==> src/rtl/bcd_pkg.sv <==
// Shared types and constants for the serial BCD adder: FSM state encoding,
// the decimal digit limit and the +6 correction applied on digit overflow.
package bcd_pkg;

  typedef enum logic [1:0] {
    ST_IDLE = 2'd0,
    ST_ADD  = 2'd1,
    ST_DONE = 2'd2
  } state_e;

  localparam logic [3:0] BCD_MAX  = 4'd9;
  localparam logic [3:0] BCD_CORR = 4'd6;

  // Wraps modulo 16, so an illegal digit still yields a defined value.
  function automatic logic [3:0] nines_comp(input logic [3:0] d);
    return BCD_MAX - d;
  endfunction

  function automatic logic digit_bad(input logic [3:0] d);
    return d > BCD_MAX;
  endfunction

endpackage

==> src/rtl/bcd_digit_add.sv <==
// Single-digit BCD adder with decimal correction; purely combinational and
// time-shared across all digit positions by the serial controller.
module bcd_digit_add
  import bcd_pkg::*;
(
  input  logic [3:0] a,
  input  logic [3:0] b,
  input  logic       ci,
  output logic [3:0] s,
  output logic       co
);

  logic [4:0] t;

  always_comb begin
    t = {1'b0, a} + {1'b0, b} + {4'b0000, ci};
    if (t > {1'b0, BCD_MAX}) begin
      s  = 4'(t + {1'b0, BCD_CORR});
      co = 1'b1;
    end else begin
      s  = t[3:0];
      co = 1'b0;
    end
  end

endmodule

==> src/rtl/bcd_serial_adder.sv <==
// Digit-serial BCD add/subtract: one digit per clock, LSD first, using a
// single shared bcd_digit_add. Subtraction is a + nines(b) + 1.
//
// state   | meaning
// ST_IDLE | waiting for start; result registers hold last values
// ST_ADD  | processing digit idx_q of the latched operands
// ST_DONE | result valid, done pulses for this one cycle
module bcd_serial_adder
  import bcd_pkg::*;
#(
  parameter int N_DIGITS = 4
) (
  input  logic                  clk,
  input  logic                  rst_n,
  input  logic                  start,
  input  logic                  sub,
  input  logic [4*N_DIGITS-1:0] a,
  input  logic [4*N_DIGITS-1:0] b,
  input  logic                  cin,
  output logic                  busy,
  output logic                  done,
  output logic [4*N_DIGITS-1:0] sum,
  output logic                  cout,
  output logic                  invalid
);

  localparam int W     = 4 * N_DIGITS;
  localparam int IDX_W = (N_DIGITS > 1) ? $clog2(N_DIGITS) : 1;
  localparam logic [IDX_W-1:0] LAST_IDX = IDX_W'(N_DIGITS - 1);

  state_e           state_q, state_d;
  logic [W-1:0]     a_q, a_d;
  logic [W-1:0]     b_q, b_d;
  logic             sub_q, sub_d;
  logic             carry_q, carry_d;
  logic [IDX_W-1:0] idx_q, idx_d;
  logic [W-1:0]     sum_q, sum_d;
  logic             cout_q, cout_d;
  logic             invalid_q, invalid_d;

  logic [3:0] a_dig, b_dig, bd_dig, dig_s;
  logic       dig_co;

  always_comb begin
    a_dig = 4'd0;
    b_dig = 4'd0;
    for (int i = 0; i < N_DIGITS; i++) begin
      if (idx_q == IDX_W'(i)) begin
        a_dig = a_q[4*i +: 4];
        b_dig = b_q[4*i +: 4];
      end
    end
  end

  assign bd_dig = sub_q ? nines_comp(b_dig) : b_dig;

  bcd_digit_add u_digit_add (
    .a  (a_dig),
    .b  (bd_dig),
    .ci (carry_q),
    .s  (dig_s),
    .co (dig_co)
  );

  always_comb begin
    state_d   = state_q;
    a_d       = a_q;
    b_d       = b_q;
    sub_d     = sub_q;
    carry_d   = carry_q;
    idx_d     = idx_q;
    sum_d     = sum_q;
    cout_d    = cout_q;
    invalid_d = invalid_q;

    case (state_q)
      ST_IDLE: begin
        if (start) begin
          a_d       = a;
          b_d       = b;
          sub_d     = sub;
          carry_d   = sub ? 1'b1 : cin;
          idx_d     = '0;
          sum_d     = '0;
          invalid_d = 1'b0;
          state_d   = ST_ADD;
        end
      end

      ST_ADD: begin
        for (int i = 0; i < N_DIGITS; i++) begin
          if (idx_q == IDX_W'(i)) sum_d[4*i +: 4] = dig_s;
        end
        // Validity is judged on the raw b digit, not its complement.
        invalid_d = invalid_q | digit_bad(a_dig) | digit_bad(b_dig);
        carry_d   = dig_co;
        idx_d     = idx_q + IDX_W'(1);
        if (idx_q == LAST_IDX) begin
          cout_d  = dig_co;
          state_d = ST_DONE;
        end
      end

      ST_DONE: state_d = ST_IDLE;

      default: state_d = ST_IDLE;
    endcase
  end

  always_ff @(posedge clk) begin
    if (!rst_n) begin
      state_q   <= ST_IDLE;
      a_q       <= '0;
      b_q       <= '0;
      sub_q     <= 1'b0;
      carry_q   <= 1'b0;
      idx_q     <= '0;
      sum_q     <= '0;
      cout_q    <= 1'b0;
      invalid_q <= 1'b0;
    end else begin
      state_q   <= state_d;
      a_q       <= a_d;
      b_q       <= b_d;
      sub_q     <= sub_d;
      carry_q   <= carry_d;
      idx_q     <= idx_d;
      sum_q     <= sum_d;
      cout_q    <= cout_d;
      invalid_q <= invalid_d;
    end
  end

  assign busy    = (state_q != ST_IDLE);
  assign done    = (state_q == ST_DONE);
  assign sum     = sum_q;
  assign cout    = cout_q;
  assign invalid = invalid_q;

endmodule

==> config.mk <==
export PLATFORM = sky130hd
export DESIGN_NAME = bcd_serial_adder
export DESIGN_NICKNAME = d
export VERILOG_FILES = /design/src/rtl/bcd_pkg.sv /design/src/rtl/bcd_digit_add.sv /design/src/rtl/bcd_serial_adder.sv
export SDC_FILE = /design/constraint.sdc
export NUM_CORES = 1
export LEC_CHECK = 0
export ABC_CLOCK_PERIOD_IN_PS = 5200
export CORE_UTILIZATION = 35
export CTS_BUF_LIST = sky130_fd_sc_hd__clkbuf_4
export CTS_CLUSTER_DIAMETER = 80
export DETAILED_ROUTE_END_ITERATION = 10
export GPL_ROUTABILITY_DRIVEN = 0
export HOLD_SLACK_MARGIN = 0.12
export PLACE_DENSITY = 0.6
export SLEW_MARGIN = 20
export SYNTH_ARGS = -nofsm -noshare
export SYNTH_HDL_FRONTEND = slang
export SYNTH_SLANG_ARGS = --single-unit
==> constraint.sdc <==
create_clock -name clk -period 5.2 [get_ports clk]
set_input_delay 0.78 -clock clk [delete_from_list [all_inputs] [get_ports clk]]
set_output_delay 0.78 -clock clk [all_outputs]
set_load 0.02 [all_outputs]
# == Word-level counts from Yosys, hierarchy flattened ==
# Index checks and enable logic that the tools add are counted.
# Widths: inputs -> output; s select.
# op_classes
n_addsub,5
magnitude_cmp,3
n_eq_ne,10
muxes,27
bitwise,2
n_reduce_logical,12
# op_table
operator,count
$mux 4,14
$pmux 16 s2,1
$mux 16,1
$reduce_and 3->1,4
$ne 2x2->1 const B,5
$gt 4x4->1 const B,2
$pmux 2 s2,2
$reduce_and 2->1,4
$eq 2x2->1 const B,3
$mux 2,3
$add 4x4->5,1
$add 5x1->5,1
$gt 5x4->1 const B,1
$add 4x3->4 const B,1
$eq 2x1->1 const B,2
$logic_not 2->1,2
$mux 1,4
$pmux 1 s2,2
$reduce_bool 2->1,2
$sub 4x4->4 const A,1
$add 2x1->2 const B,1
$or 1x1->1,2
# totals
ff_bits,56
in_bits,37
out_inout_bits,20
word_cells,71

# == Longest topological paths before layout ==
# Gate-level depths: netlist (run 1).
# depth
depth_word,13
ltp_mapped,18
mapped_depth_nobuf,16

# == By module ==
# From an unflattened synthesis (run 1), not the netlist that was laid out.
# hier_totals
hier_cells,329
area_unflattened_um2,2725.1
# modules_own_cells
mod,n_inst,cells_each,area_each_um2,seq_area_each_um2
bcd_serial_adder,1,307,2513.7,1121.1
bcd_digit_add,1,22,211.5,0.0

# == Least setup slack after synthesis (run 1) ==
# No wires, ideal clock.
# synth_timing
path_kind,flip-flop to flip-flop
start,register idx_q[1]
end,register sum_q[14] (netlist: sum[14])
setup_ps,69
arrival_ps,3665
required_ps,5131
slack_ps,1466
stages_incl_launch_ff,17
n_path_buf,1
period_less_slack_ps,3734
path_cell_list,dfxtp_1 -> inv_1 -> ha_1 -> clkbuf_1 -> nand2_1 -> a21oi_1 -> a21oi_1 -> o21ai_0 -> xnor2_1 -> fa_1 -> fa_1 -> xor2_1 -> ha_1 -> a22oi_1 -> a311oi_4 -> mux2_4 -> o21ai_1
# synth_between
elab_chain_len,13
elab_cells_between_ends,23
classes_between,add/sub: 4; order compare: 1; eq/ne: 4; mux: 12; reduce/logical: 2
# synth_lines
item,line,text
from (decl),bcd_serial_adder.sv:36,"logic [IDX_W-1:0] idx_q, idx_d;"
from (signal assigned),bcd_serial_adder.sv:127,idx_q <= idx_d;
$logic_not 2->1,bcd_serial_adder.sv:48,if (idx_q == IDX_W'(i)) begin
$mux 4 (4 in a row),bcd_serial_adder.sv:48,
$sub 4x4->4,bcd_pkg.sv:16,return BCD_MAX - d;
$mux 4,bcd_serial_adder.sv:55,assign bd_dig = sub_q ? nines_comp(b_dig) : b_dig;
$add 4x4->5,bcd_digit_add.sv:16,"t = {1'b0, a} + {1'b0, b} + {4'b0000, ci};"
$add 5x1->5,bcd_digit_add.sv:16,
$add 4x3->4 or $gt 5x4->1 (tied branches),"bcd_digit_add.sv:18, bcd_digit_add.sv:17",
$mux 4,bcd_digit_add.sv:17,"if (t > {1'b0, BCD_MAX}) begin"
$mux 4,bcd_serial_adder.sv:92,if (idx_q == IDX_W'(i)) sum_d[4*i +: 4] = dig_s;
$pmux 16 s2,bcd_serial_adder.sv:76,case (state_q)
to (signal assigned),bcd_serial_adder.sv:128,sum_q <= sum_d;
to (decl),bcd_serial_adder.sv:37,"logic [W-1:0] sum_q, sum_d;"
# Parallel ways exist; a longest one is shown, timed or not. The select of a mux whose other input is x is not followed.
# A chain may end at the register's enable or synchronous reset.

# == Final worst setup path (run 1) ==
# Same ends and word-level chain as after synthesis.

==> results of run 1 <==
==> power breakdown <==
group | internal (mW) | leakage [nW] | total [mW] | switching (mW)
Sequential | 0.453 | 0.457 | 0.469 | 0.0156
Combinational | 0.101 | 0.755 | 0.224 | 0.123
Clock | 0.0527 | 0.0330 | 0.194 | 0.141
==> flip-flops by register name (all words and copies together) (netlist names) <==
name	cells
cout	1
b_q	16
invalid	1
a_q	16
sum	16
idx_q	2
sub_q	1
carry_q	1
state_q	2
==> critical path, cell delays in order (launching register included) <==
cell and delay, ns:
sky130_fd_sc_hd__dfxtp_1 0.41, sky130_fd_sc_hd__inv_1 0.08, sky130_fd_sc_hd__ha_1 0.38, sky130_fd_sc_hd__nand3b_1 0.24
sky130_fd_sc_hd__a21oi_1 0.15, sky130_fd_sc_hd__a21oi_1 0.06, sky130_fd_sc_hd__o21ai_0 0.21, sky130_fd_sc_hd__xnor2_1 0.11
sky130_fd_sc_hd__fa_1 0.45, sky130_fd_sc_hd__fa_1 0.48, sky130_fd_sc_hd__xor2_1 0.27, sky130_fd_sc_hd__ha_1 0.25
sky130_fd_sc_hd__a22oi_1 0.15, sky130_fd_sc_hd__a311oi_4 0.57, sky130_fd_sc_hd__mux2_4 0.37, sky130_fd_sc_hd__o21ai_1 0.11
==> placed cells by master, fill, tap and decap left out, types with 4 or more instances in the layout <==
cell / instances
sky130_fd_sc_hd__nand2_1: 86
sky130_fd_sc_hd__a21oi_1: 56
sky130_fd_sc_hd__dfxtp_1: 56
sky130_fd_sc_hd__clkdlybuf4s50_1: 56
sky130_fd_sc_hd__o21ai_0: 16
sky130_fd_sc_hd__nand3_1: 15
sky130_fd_sc_hd__inv_1: 10
sky130_fd_sc_hd__nor2_1: 9
sky130_fd_sc_hd__ha_1: 9
sky130_fd_sc_hd__nor2b_1: 7
sky130_fd_sc_hd__nor3_1: 6
sky130_fd_sc_hd__and3b_1: 5
sky130_fd_sc_hd__o21ai_1: 5
sky130_fd_sc_hd__clkbuf_4: 5
sky130_fd_sc_hd__a31oi_1: 4
sky130_fd_sc_hd__buf_4: 4
==> cell type report <==
cell class	instances	area share
clock inverters	3	0.005160
clock buffers	5	0.01106
inverters	12	0.01327
well taps	99	0.03649
flip-flops and latches	56	0.3303
multi-input cells	258	0.4298
repair buffers	60	0.1740
==> stage by stage <==
stage          power [mW]  hold slack (ns)  utilization  instance area, um^2
3_5_place_dp       0.7029           0.4485       0.4531                 3339
2_1_floorplan      0.6295           0.4317            -                 2710
4_1_cts            0.8938           0.4682       0.4606                 3395
5_1_grt            0.9371           0.4898       0.4606                 3395
6_report           0.8872           0.4652       0.4606                 3395
3_3_place_gp       0.6996           0.4420       0.4531                 3339
==> worst paths after layout <==
kind              startpoint      end  slack [ns]  depth (start not counted)
setup / recovery    idx_q[1]  sum[14]        0.86                         15
hold / removal       sum[12]  sum[12]        0.47                          2
setup reg to reg    idx_q[1]  sum[14]        0.86                         15
hold reg to reg      sum[12]  sum[12]        0.47                          2
==> kinds of logic (layout without fill, tap and decap cells) <==
kind of cell             count (synthesis)  after routing  share of synthesized area
AO/OA/AOI/OAI                           97             97                     0.2059
XOR/XNOR                                 3              3                   0.009697
adder cells (fa/ha/maj)                 11             11                    0.05633
buffers and inverters                   34             80                    0.05032
flip-flops                              56             56                     0.4137
multiplexers                             6              6                    0.02493
AND/OR/NAND/NOR                        141            141                     0.2391
==> per-layer routing <==
metal / wire length (um) / global-route usage / up-vias
met4: 135 / 0.05376 / 0
met5: 0 / 0 / -
li1: - / - / 1273
met2: 2913 / 0.2647 / 71
met3: 277 / 0.03299 / 12
met1: 3146 / 0.2261 / 1089
==> run_summary.xml, run 1 <==
<?xml version="1.0" encoding="UTF-8"?>
<metrics>
  <group name="layout">
    <metric name="stdcell_count" unit="">493</metric>
    <metric name="final_layout_size_suffix_gt1_frac" unit="">0.05330</metric>
    <metric name="antenna_diode_count" unit="">0</metric>
    <metric name="multi_input_comb_area" unit="um^2">1459</metric>
    <metric name="areaGrowthSynthToFinish" unit="%">25.25</metric>
    <metric name="fillCellCount" unit="">751</metric>
    <metric name="finish.net_count" unit="">441</metric>
    <metric name="ff_latch_area" unit="um^2">1121</metric>
  </group>
  <group name="yosys">
    <metric name="synth_cells" unit="">348</metric>
    <metric name="post_synth_instance_area" unit="um^2">2710</metric>
    <metric name="synth_top_area_cell" unit="">sky130_fd_sc_hd__dfxtp_1</metric>
    <metric name="synth_enable_flop_cells" unit="">0</metric>
    <metric name="post-synth-top-count-cell" unit="">sky130_fd_sc_hd__nand2_1</metric>
    <metric name="yosys.area.top_type_share" unit="">0.4137</metric>
    <metric name="netlist_top_cells_area" unit="">sky130_fd_sc_hd__dfxtp_1 41%, sky130_fd_sc_hd__nand2_1 12%, sky130_fd_sc_hd__a21oi_1 10%, sky130_fd_sc_hd__ha_1 4.2%, sky130_fd_sc_hd__o21ai_0 3.0%</metric>
    <metric name="syn-mean-instance-area" unit="um^2">7.788</metric>
    <metric name="synth_top_cells_by_count" unit="">86 x sky130_fd_sc_hd__nand2_1, 56 x sky130_fd_sc_hd__a21oi_1, 56 x sky130_fd_sc_hd__dfxtp_1</metric>
    <metric name="yosysUniqueCellTypes" unit="">41</metric>
    <metric name="share_of_async_settable_or_async_resettable_flops_after_synthesis" unit="">0</metric>
    <metric name="ys_ff_latch" unit="">56</metric>
    <metric name="mappedNetlistNets" unit="">396</metric>
    <metric name="synthFlopType" unit="">sky130_fd_sc_hd__dfxtp_1</metric>
    <metric name="synth.yosys.seq_area_share" unit="">0.4137</metric>
    <metric name="synth.yosys.warnings" unit="">0</metric>
  </group>
  <group name="clocking">
    <metric name="numCtsBuffers" unit="">5</metric>
    <metric name="clk_pin_slew_worst_paths" unit="ns">0.16</metric>
    <metric name="cts.hold.buffers_added" unit="">0</metric>
    <metric name="clk_latency" unit="ns">0.38</metric>
    <metric name="post_cts_buffers" unit="">0</metric>
    <metric name="clk_path_buf_depth" unit="">2</metric>
    <metric name="ctsHtreeMaxLevel" unit="">2</metric>
    <metric name="ctsRootBufferMaster" unit="">sky130_fd_sc_hd__clkbuf_4</metric>
    <metric name="tritoncts_num_sinks" unit="">56</metric>
    <metric name="ctsResizeCount" unit="">0</metric>
    <metric name="cts_tree" unit="">yes</metric>
  </group>
  <group name="die">
    <metric name="floorplan.initialDensity" unit="">0.3677</metric>
    <metric name="fp.coreArea" unit="um^2">7370</metric>
    <metric name="die_height" unit="um">90.00</metric>
    <metric name="row_count" unit="">31</metric>
    <metric name="die_x" unit="um">90.00</metric>
    <metric name="io_pins" unit="">57</metric>
    <metric name="die_outline_area" unit="um^2">8099</metric>
  </group>
  <group name="route">
    <metric name="drt-vias-per-instance" unit="">4.959</metric>
    <metric name="number_of_detailed_route_iterations_in_the_first_pass" unit="">4</metric>
    <metric name="detail_route.wirelength" unit="um">6473</metric>
    <metric name="drt_drc_violations_left" unit="">0</metric>
    <metric name="ant_nets" unit="">0</metric>
    <metric name="drt-wirelength-per-cell" unit="um">13.13</metric>
    <metric name="vias" unit="">2445</metric>
    <metric name="drtIter0Drc" unit="">98</metric>
  </group>
  <group name="placement">
    <metric name="post-place-cells" unit="">485</metric>
    <metric name="setup_slack_after_placement" unit="ns">0.9208</metric>
    <metric name="io_buffer_count" unit="">56</metric>
    <metric name="place_hpwl" unit="um">4688</metric>
  </group>
  <group name="critical_path">
    <metric name="crit_required" unit="ns">5.52</metric>
    <metric name="critical_path.endpoint_type" unit="">flip-flop</metric>
    <metric name="critical_path_peak_fanout" unit="">18</metric>
    <metric name="worstPathArrival" unit="ns">4.67</metric>
    <metric name="worstSetupPathType" unit="">flip-flop to flip-flop</metric>
    <metric name="timing.critical_path.from_type" unit="">flip-flop</metric>
  </group>
  <group name="global_route">
    <metric name="grt_max_degree" unit="">46</metric>
    <metric name="grt_overflow_total" unit="">0</metric>
    <metric name="globalRouteTotalUtil" unit="">0.1664</metric>
    <metric name="global_route_wire_length_before_repair" unit="um">11150</metric>
    <metric name="initial_antenna_violation_count" unit="">0</metric>
    <metric name="grt_pass1_vias" unit="">2285</metric>
  </group>
  <group name="flow_run">
    <metric name="max_cap_violations" unit="">0</metric>
  </group>
  <group name="pwr">
    <metric name="irDropWorstVdd" unit="V">0.00009963</metric>
    <metric name="pwr_density_cell" unit="nW/um^2">261.4</metric>
    <metric name="p_leak" unit="nW">1.245</metric>
  </group>
  <group name="sta">
    <metric name="skew" unit="ns">0.008583</metric>
    <metric name="maximum_operating_frequency" unit="MHz">230.2</metric>
    <metric name="rsz_0062_raised_after_global_routing" unit="">false</metric>
    <metric name="setup_viol" unit="">0</metric>
    <metric name="worst-slew-pin-transition" unit="ns">0.6280</metric>
    <metric name="fin_setup_tns" unit="ns">0</metric>
    <metric name="final_worst_path_cycle_share" unit="">0.8355</metric>
    <metric name="fin_crit" unit="ns">4.344</metric>
    <metric name="post-route-worst-setup-slack" unit="ns">0.8555</metric>
    <metric name="timing.final.max_slew_violations" unit="">0</metric>
    <metric name="maxSlewHeadroom" unit="">0.5813</metric>
    <metric name="hold_viol_final" unit="">0</metric>
  </group>
  <group name="min_path">
    <metric name="worstHoldPathType" unit="">flip-flop to flip-flop</metric>
  </group>
  <group name="outcome">
    <metric name="outcome" unit="">finished, final reports clean</metric>
  </group>
</metrics>
No activity file was read; power rests on OpenSTA's default activity.
==> run 2: changes to the inputs <==
--- a/config.mk
+++ b/config.mk
@@ -5,7 +5,7 @@
 export SDC_FILE = /design/constraint.sdc
 export NUM_CORES = 1
 export LEC_CHECK = 0
-export ABC_CLOCK_PERIOD_IN_PS = 5200
+export ABC_CLOCK_PERIOD_IN_PS = 4400
 export CORE_UTILIZATION = 35
 export CTS_BUF_LIST = sky130_fd_sc_hd__clkbuf_4
 export CTS_CLUSTER_DIAMETER = 80
==> constraint.sdc (replaced) <==
create_clock -name clk -period 4.4 [get_ports clk]
set_input_delay 0.66 -clock clk [delete_from_list [all_inputs] [get_ports clk]]
set_output_delay 0.66 -clock clk [all_outputs]
set_load 0.02 [all_outputs]
==> run 2 against run 1 <==
Compared with the run above: cell count up 0.61%; non-clock buffer count up 3; final area up 0.74%; via count up 1.9%; worst hold slack worse by 0.0018 ns; global-route usage up 0.15 points; setup slack worse by 0.51 ns.
==> run_summary.xml, run 2 (same netlist as run 1, synthesis figures left out) <==
<?xml version="1.0" encoding="UTF-8"?>
<metrics>
  <group name="outcome">
    <metric name="outcome" unit="">finished, final reports clean</metric>
  </group>
  <group name="layout">
    <metric name="areaGrowthSynthToFinish" unit="%">26.18</metric>
    <metric name="antenna_diode_count" unit="">0</metric>
    <metric name="layout.cells.most_common_list" unit="">85 x sky130_fd_sc_hd__nand2_1, 56 x sky130_fd_sc_hd__a21oi_1, 56 x sky130_fd_sc_hd__dfxtp_1, 56 x sky130_fd_sc_hd__clkdlybuf4s50_1, 16 x sky130_fd_sc_hd__o21ai_0</metric>
    <metric name="layout.core_utilization" unit="">0.4640</metric>
    <metric name="stdcell_count" unit="">496</metric>
    <metric name="finish.net_count" unit="">444</metric>
    <metric name="fillCellCount" unit="">755</metric>
    <metric name="final_layout_size_suffix_gt1_frac" unit="">0.06297</metric>
    <metric name="final_common_cell" unit="">sky130_fd_sc_hd__nand2_1</metric>
  </group>
  <group name="route">
    <metric name="met3_length" unit="um">223</metric>
    <metric name="detail_route.wirelength" unit="um">6537</metric>
    <metric name="wl_met1" unit="um">3172</metric>
    <metric name="top_signal_layer_used" unit="">met4</metric>
    <metric name="drt-vias-per-instance" unit="">5.024</metric>
    <metric name="number_of_detailed_route_iterations_in_the_first_pass" unit="">4</metric>
    <metric name="ant_nets" unit="">0</metric>
    <metric name="drt-wirelength-per-cell" unit="um">13.18</metric>
    <metric name="met2_wirelength" unit="um">3080</metric>
    <metric name="drtIter0Drc" unit="">83</metric>
    <metric name="drt_drc_violations_left" unit="">0</metric>
    <metric name="vias" unit="">2492</metric>
  </group>
  <group name="critical_path">
    <metric name="worstSetupPathType" unit="">flip-flop to flip-flop</metric>
    <metric name="critical_path_peak_fanout" unit="">10</metric>
    <metric name="rr_startpoint" unit="">idx_q[1]</metric>
    <metric name="timing.critical_path.from_type" unit="">flip-flop</metric>
    <metric name="r2r_slack" unit="ns">0.35</metric>
    <metric name="critical_path.cell_chain" unit="">inv_1 &gt; ha_1 &gt; buf_4 &gt; nand2_1 &gt; a21oi_1 &gt; a21oi_1 &gt; o21ai_0 &gt; xnor2_1 &gt; fa_1 &gt; fa_1 &gt; xor2_1 &gt; ha_1 &gt; a22oi_1 &gt; a311oi_4 &gt; mux2_4 &gt; o21ai_1</metric>
    <metric name="critical_path.endpoint_type" unit="">flip-flop</metric>
    <metric name="critical_path.slowest_cell" unit="">sky130_fd_sc_hd__fa_1</metric>
    <metric name="crit_required" unit="ns">4.73</metric>
    <metric name="worstPathArrival" unit="ns">4.38</metric>
    <metric name="critical_path.reg2reg.endpoint" unit="">sum[6]</metric>
    <metric name="worst-r2r-cell-count" unit="">16</metric>
    <metric name="cpPeakStageDelay" unit="ns">0.47</metric>
  </group>
  <group name="placement">
    <metric name="place_hpwl" unit="um">4791</metric>
    <metric name="post-place-cells" unit="">488</metric>
    <metric name="io_buffer_count" unit="">56</metric>
  </group>
  <group name="die">
    <metric name="floorplan.initialDensity" unit="">0.3677</metric>
    <metric name="die_height" unit="um">90.00</metric>
    <metric name="row_count" unit="">31</metric>
    <metric name="fp.coreArea" unit="um^2">7370</metric>
    <metric name="io_pins" unit="">57</metric>
    <metric name="die_x" unit="um">90.00</metric>
    <metric name="die_outline_area" unit="um^2">8099</metric>
  </group>
  <group name="clocking">
    <metric name="cts.hold.buffers_added" unit="">0</metric>
    <metric name="clk_path_buf_depth" unit="">2</metric>
    <metric name="ctsRootBufferMaster" unit="">sky130_fd_sc_hd__clkbuf_4</metric>
    <metric name="post_cts_buffers" unit="">0</metric>
    <metric name="numCtsBuffers" unit="">5</metric>
    <metric name="cts_tree" unit="">yes</metric>
    <metric name="ctsResizeCount" unit="">0</metric>
    <metric name="clk_pin_slew_worst_paths" unit="ns">0.17</metric>
    <metric name="clk_latency" unit="ns">0.38</metric>
    <metric name="tritoncts_num_sinks" unit="">56</metric>
    <metric name="ctsHtreeMaxLevel" unit="">2</metric>
  </group>
  <group name="pwr">
    <metric name="p_sw" unit="mW">0.3314</metric>
    <metric name="power.switching_fraction" unit="">0.3148</metric>
    <metric name="clock_power_share" unit="">0.216</metric>
    <metric name="power.share.sequential" unit="">0.527</metric>
    <metric name="totalPowerFinal" unit="mW">1.053</metric>
    <metric name="irDropWorstVdd" unit="V">0.0001089</metric>
    <metric name="p_leak" unit="nW">1.260</metric>
    <metric name="pwr_density_cell" unit="nW/um^2">307.9</metric>
    <metric name="power_report.internal_total" unit="mW">0.7215</metric>
    <metric name="comb_power_share" unit="">0.257</metric>
  </group>
  <group name="min_path">
    <metric name="worstHoldPathType" unit="">flip-flop to flip-flop</metric>
    <metric name="whs_path_cells" unit="">2</metric>
    <metric name="worstHoldEndpoint" unit="">b_q[2]</metric>
    <metric name="hold_path_startpoint" unit="">b_q[2]</metric>
  </group>
  <group name="sta">
    <metric name="skew" unit="ns">0.01921</metric>
    <metric name="rsz_0062_raised_after_global_routing" unit="">false</metric>
    <metric name="fin_crit" unit="ns">4.052</metric>
    <metric name="maximum_operating_frequency" unit="MHz">246.8</metric>
    <metric name="worst-slew-pin-transition" unit="ns">0.6697</metric>
    <metric name="final_worst_path_cycle_share" unit="">0.9208</metric>
    <metric name="fin_setup_tns" unit="ns">0</metric>
    <metric name="timing.final.max_slew_violations" unit="">0</metric>
    <metric name="setup_viol" unit="">0</metric>
    <metric name="hold_viol_final" unit="">0</metric>
    <metric name="maxSlewHeadroom" unit="">0.5520</metric>
  </group>
  <group name="global_route">
    <metric name="global_route_wire_length_before_repair" unit="um">11090</metric>
    <metric name="initial_antenna_violation_count" unit="">0</metric>
    <metric name="grt_pass1_vias" unit="">2340</metric>
    <metric name="grt_max_degree" unit="">36</metric>
    <metric name="globalRouteTotalUtil" unit="">0.1679</metric>
    <metric name="grt_overflow_total" unit="">0</metric>
  </group>
  <group name="flow_run">
    <metric name="max_cap_violations" unit="">0</metric>
  </group>
</metrics>
-- run 2: cell count changes in the layout (fill, tap and decap cells not counted), sizes merged --
| cell | previous run | this run |
|---|---|---|
| buf | 4 | 7 |
-- run 2: cell type report --
class / count / area, um^2 / area share
flip-flops and latches: 56 / 1121 / 0.3278
repair buffers: 63 / 613.1 / 0.1793
inverters: 12 / 45.04 / 0.01317
well taps: 99 / 123.9 / 0.03622
clock inverters: 3 / 17.52 / 0.005123
multi-input cells: 258 / 1461 / 0.4274
clock buffers: 5 / 37.54 / 0.01098
-- run 2: worst max path at each step --
| stage | startpoint | end | slack [ns] | depth (start not counted) |
|---|---|---|---|---|
| floorplan | idx_q[1] | sum[14] | 0.67 | 16 |
| global placement | idx_q[1] | sum[6] | 0.50 | 16 |
| detailed placement | idx_q[1] | sum[13] | 0.36 | 17 |
| CTS | idx_q[1] | sum[6] | 0.32 | 16 |
| global route | idx_q[1] | sum[6] | 0.04 | 17 |
| finish | idx_q[1] | sum[6] | 0.35 | 16 |
-- run 2: per-layer routing --
metal / global-route usage / up-vias
met1: 0.2122 / 1142
met2: 0.2923 / 59
met3: 0.03553 / 6
met5: 0 / -
met4: 0.03898 / 0
li1: - / 1285
-- run 2: metrics by stage --
stage / instance area (um^2) / hold slack [ns] / setup WS [ns]
floorplan: 2710 / 0.4317 / 0.6656
global placement: 3362 / 0.4460 / 0.5030
detailed placement: 3364 / 0.4452 / 0.3609
CTS: 3420 / 0.4660 / 0.3192
global route: 3420 / 0.4884 / 0.04179
finish: 3420 / 0.4634 / 0.3484
-- run 2: critical path: cells and delay by family (launching register included) --
| family | cells | cell delay (ns) |
|---|---|---|
| XOR/XNOR | 2 | 0.40 |
| multiplexers | 1 | 0.36 |
| AND/OR/NAND/NOR | 1 | 0.06 |
| adder cells (fa/ha/maj) | 4 | 1.49 |
| buffers and inverters | 2 | 0.30 |
| flip-flops | 1 | 0.37 |
| AO/OA/AOI/OAI | 6 | 1.04 |
-- run 2: power by group through the flow --
stage	Sequential (mW)	Clock [mW]	Combinational, mW
after global routing	0.559	0.258	0.300
final	0.554	0.228	0.271
after detailed placement	0.566	0	0.270
after global placement	0.565	0	0.267
after floorplan	0.567	0	0.177
after CTS	0.555	0.233	0.272
